--- src/rtl/misc_pkg.sv ---
`default_nettype none
// ============================================================================
// Module   : misc_pkg
// Brief    : Shared constants and types for the Misc result path.
// Revision : 1.0 - initial release
// ============================================================================
package misc_pkg;

  localparam int DEFAULT_WIDTH = 8;

  typedef logic [DEFAULT_WIDTH:0] sum_t;

endpackage
`default_nettype wire

--- src/rtl/misc_fifo_mem.sv ---
`default_nettype none
// ============================================================================
// Module   : misc_fifo_mem
// Brief    : DEPTH x 2*WIDTH register array, one write port, async read port.
// Revision : 1.0 - initial release
// ============================================================================
module misc_fifo_mem
  import misc_pkg::*;
#(
  parameter int WIDTH = DEFAULT_WIDTH,
  parameter int DEPTH = 4,
  parameter int AW    = $clog2(DEPTH)
) (
  input  logic                 clk_i,
  input  logic                 we_i,
  input  logic [AW-1:0]        waddr_i,
  input  logic [2*WIDTH-1:0]   wdata_i,
  input  logic [AW-1:0]        raddr_i,
  output logic [2*WIDTH-1:0]   rdata_o
);

  // No reset on storage: the consumer masks the read data while empty.
  logic [2*WIDTH-1:0] mem_q [DEPTH];

  always_ff @(posedge clk_i) begin
    if (we_i) begin
      mem_q[waddr_i] <= wdata_i;
    end
  end

  assign rdata_o = mem_q[raddr_i];

endmodule
`default_nettype wire

--- src/rtl/misc_out_fifo.sv ---
`default_nettype none
// ============================================================================
// Module   : misc_out_fifo
// Brief    : Output FIFO for XOUT1/XOUT2 pairs with head sum and drop counter.
// Revision : 1.0 - initial release
// ============================================================================
module misc_out_fifo
  import misc_pkg::*;
#(
  parameter int WIDTH = DEFAULT_WIDTH,
  parameter int DEPTH = 4
) (
  input  logic                     CLK,
  input  logic                     RST,
  input  logic                     IN_VALID,
  output logic                     IN_READY,
  input  logic [WIDTH-1:0]         XOUT1,
  input  logic [WIDTH-1:0]         XOUT2,
  output logic                     OUT_VALID,
  input  logic                     OUT_READY,
  output logic [WIDTH-1:0]         OUT_A,
  output logic [WIDTH-1:0]         OUT_B,
  output logic [WIDTH:0]           OUT_SUM,
  output logic [$clog2(DEPTH):0]   COUNT,
  output logic [7:0]               DROPS
);

  localparam int AW = $clog2(DEPTH);
  localparam int CW = AW + 1;
  localparam logic [CW-1:0] FULL_CNT = CW'(DEPTH);

  logic [AW-1:0]      wr_ptr_q, wr_ptr_d;
  logic [AW-1:0]      rd_ptr_q, rd_ptr_d;
  logic [CW-1:0]      count_q,  count_d;
  logic [7:0]         drops_q,  drops_d;
  logic               push, pop;
  logic [2*WIDTH-1:0] head;

  // Flags come only from registered occupancy, so a same-cycle pop never
  // opens a full FIFO and nothing bypasses storage.
  assign IN_READY  = (count_q != FULL_CNT);
  assign OUT_VALID = (count_q != '0);
  assign push      = IN_VALID & IN_READY;
  assign pop       = OUT_VALID & OUT_READY;

  misc_fifo_mem #(
    .WIDTH (WIDTH),
    .DEPTH (DEPTH),
    .AW    (AW)
  ) u_mem (
    .clk_i   (CLK),
    .we_i    (push),
    .waddr_i (wr_ptr_q),
    .wdata_i ({XOUT2, XOUT1}),
    .raddr_i (rd_ptr_q),
    .rdata_o (head)
  );

  always_comb begin
    wr_ptr_d = wr_ptr_q;
    rd_ptr_d = rd_ptr_q;
    count_d  = count_q;
    drops_d  = drops_q;
    if (push) wr_ptr_d = wr_ptr_q + AW'(1);
    if (pop)  rd_ptr_d = rd_ptr_q + AW'(1);
    case ({push, pop})
      2'b10:   count_d = count_q + CW'(1);
      2'b01:   count_d = count_q - CW'(1);
      default: count_d = count_q;
    endcase
    if (IN_VALID && !IN_READY && (drops_q != 8'hFF)) drops_d = drops_q + 8'd1;
  end

  always_ff @(posedge CLK or posedge RST) begin
    if (RST) begin
      wr_ptr_q <= '0;
      rd_ptr_q <= '0;
      count_q  <= '0;
      drops_q  <= '0;
    end else begin
      wr_ptr_q <= wr_ptr_d;
      rd_ptr_q <= rd_ptr_d;
      count_q  <= count_d;
      drops_q  <= drops_d;
    end
  end

  assign OUT_A   = OUT_VALID ? head[WIDTH-1:0]       : '0;
  assign OUT_B   = OUT_VALID ? head[2*WIDTH-1:WIDTH] : '0;
  assign OUT_SUM = {1'b0, OUT_A} + {1'b0, OUT_B};
  assign COUNT   = count_q;
  assign DROPS   = drops_q;

endmodule
`default_nettype wire

--- config.mk ---
export PLATFORM = sky130hd
export DESIGN_NAME = misc_out_fifo
export DESIGN_NICKNAME = d
export VERILOG_FILES = /design/src/rtl/misc_pkg.sv /design/src/rtl/misc_fifo_mem.sv /design/src/rtl/misc_out_fifo.sv
export SDC_FILE = /design/constraint.sdc
export NUM_CORES = 1
export LEC_CHECK = 0
export ABC_CLOCK_PERIOD_IN_PS = 8360
export BUFFER_PORTS_ARGS = -buffer_cell sky130_fd_sc_hd__buf_2
export CORE_MARGIN = 4
export CORE_UTILIZATION = 45
export CTS_BUF_LIST = sky130_fd_sc_hd__clkbuf_8
export DETAILED_ROUTE_END_ITERATION = 7
export PLACE_DENSITY_LB_ADDON = 0.12
export SYNTH_ARGS = -nofsm -noshare
export SYNTH_HDL_FRONTEND = slang
export SYNTH_SLANG_ARGS = --single-unit
--- constraint.sdc ---
create_clock -name CLK -period 8.36 [get_ports CLK]
set_input_delay 0.836 -clock CLK [delete_from_list [all_inputs] [get_ports CLK]]
set_output_delay 0.836 -clock CLK [all_outputs]
set_load 0.02 [all_outputs]
==> out/results.txt <==
status = finished clean
all-layer global routing usage = 0.146
endpoints failing hold = 0
Overflow after GRT = 0
Rel. slew slack = 0.286
DR WL/cell = 16.5 um
HPWL Detailed = 4470 um
critical path class = flip-flop to output pin
DIE AREA = 0.00942 mm2
Root Driver = clkbuf_8
number of routed nets with antenna violations = 0
endpoints failing setup = 0
slowest stage cell, crit path = dfrtp_1
slowest stage delay, CP = 1.06 ns
vias per cell = 5.21
Max-cap violations = 0
Synth async-reset ratio = 0.190
Boundary Pins = 58
Synth area leader = edfxtp_1
Clock Skews = 0.00900 ns
Max H-tree Level = 3
Critical Path AT = 3.56 ns
Buffers on Ports = 57
final wirelength = 6480 um
largest net degree at the start of global routing = 21
GPL Wtd Cong = 0.794
Initial DRC Count = 92
fin crit period = 4.40 ns
Synth Net Count = 259
Mapped Area = 0.00357 mm2
row cnt = 32
max-slew violations = 0
crit share post-route = 0.526
Die W = 97.1 um
hold buffer count at cts = 0
Critical Path RT = 7.52 ns
Worst Setup End Kind = output pin
clock edge transition at the registers on the reported setup and hold paths = 0.09 ns
synth cell count leaders = edfxtp_1, and2_1, dfrtp_1, ha_1, mux4_2
syn avg cell area = 16.0 um2
layout cell share with drive strength beyond 1 = 0.334
main area contributors after synthesis = edfxtp_1, dfrtp_1, mux4_2
clk buf depth = 2
setup_tns = 0 ns
first-pass GRT wire length = 10900 um
predominant post-synthesis flop cell = edfxtp_1
Worst-Skew Late Latency = 0.34 ns
CTS Buf Count = 9
Antenna Cells = 0
RSZ-0062 raised after global routing = false
post-CTS resize count = 0
DR vias = 2042
post-synth top area share = 0.538
fmax = 0.227 GHz
Synth Warn # = 0
Startpoint Class = flip-flop
initial antenna violation count = 0
critical-path cell list = mux4_2 -> and2_1 -> ha_1 -> o21ai_0 -> nor3_1 -> or4_1 -> nand3_1 -> buf_2
crit path max fanout = 20
CTS tree = yes
Tightest Pin Transition = 1.07 ns
DRC Markers = 0
vias in the first global route = 2177
Seq/Total Area, Yosys = 0.643
setup bufs post-CTS = 0
Synth Register Bits = 79
fin nets = 321
Pre-antenna DRT Iters = 4
Clock Sinks = 79
count leader, synth = edfxtp_1
number of synthesized flops with an enable pin = 64
area grow syn2layout = 15.8%
Finished Core Util = 0.535
Initial Utilization = 0.462
core region area = 0.00773 mm2
Netlist cell types = 39
Gate Count Post-Synth = 223
Worst Hold Class = primary input to async pin
Die Y-Extent = 97.1 um
-- layer usage --
metal | global-route usage | vias to the layer above | part of all wire
met5 | 0 | - | 0
met1 | 0.192 | 1022 | 0.46
met3 | 0.0366 | 5 | 0.043
met4 | 0.0454 | 0 | 0.0082
met2 | 0.240 | 45 | 0.49
li1 | - | 970 | -
-- registers in the layout (all words and copies together) (netlist names) --
signal / cells
COUNT: 3
DROPS: 8
u_mem.mem_q: 64
wr_ptr_q: 2
rd_ptr_q: 2
-- worst max-delay path, delay by kind of cell, from the launching register on --
kind | cells | cell delay [ns]
flops | 1 | 1.06
simple gates | 4 | 0.84
mux | 1 | 0.60
fa+ha+maj | 1 | 0.35
compound gates | 1 | 0.23
buf+inv | 1 | 0.16
-- placed cells by master (no fill, tap or decap), types with 2 or more instances in the layout --
| cell type | n |
|---|---|
| nand2_1 | 9 |
| o21ai_0 | 3 |
| buf_2 | 57 |
| mux4_2 | 14 |
| o211ai_1 | 2 |
| clkinvlp_4 | 2 |
| nand3_1 | 7 |
| inv_1 | 13 |
| mux2i_1 | 4 |
| mux2_2 | 5 |
| nand4_1 | 2 |
| clkbuf_8 | 9 |
| fa_1 | 2 |
| nor2b_1 | 3 |
| inv_6 | 3 |
| nor3_1 | 3 |
| ha_1 | 14 |
| nor2_1 | 4 |
| and2_1 | 15 |
| edfxtp_1 | 64 |
| xor2_1 | 3 |
| a21oi_1 | 4 |
| dfrtp_1 | 15 |
| xnor2_1 | 11 |
| and3_1 | 4 |
-- worst paths after layout --
check	start	endpoint	slack, ns	cells past startpoint
setup / recovery	rd_ptr_q[0]	OUT_SUM[7]	3.96	8
hold / removal	RST	DROPS[5]	0.55	2
setup reg to reg	COUNT[2]	COUNT[2]	6.00	8
hold reg to reg	COUNT[0]	COUNT[0]	0.55	1
max in group asynchronous	RST	rd_ptr_q[1]	7.42	2
min in group CLK	COUNT[0]	COUNT[0]	0.55	1
-- cell type report --
cell class / count / area, um2
Clock buffer: 9 / 124
Clock inverter: 7 / 55.1
Fill cell: 664 / 3590
Inverter: 13 / 48.8
Multi-Input combinational cell: 125 / 1200
Sequential cell: 79 / 2300
Tap cell: 102 / 128
Timing Repair Buffer: 57 / 285
-- cell families after synthesis --
logic type | share of synthesized area
flip-flops | 0.643
AND/OR/NAND/NOR | 0.0897
multiplexers | 0.119
buffers and inverters | 0.0214
AO/OA/AOI/OAI | 0.0315
adder cells (fa/ha/maj) | 0.0603
XOR/XNOR | 0.0343
-- stage by stage --
stage / instances / hold slack (ns) / worst slack (ns) / instance area [um2]
floorplan: 223 / 0.534 / 4.72 / 3570
CTS: 392 / 0.540 / 3.86 / 4140
finish: 392 / 0.549 / 3.96 / 4140
detailed placement: 376 / 0.527 / 4.23 / 3960
global placement: 376 / 0.516 / 4.30 / 3960
global route: 392 / 0.583 / 3.63 / 4140
Power is left out: the tool's default activity adds up to more than one toggle a clock period on the data nets, which glitch-free logic cannot reach.
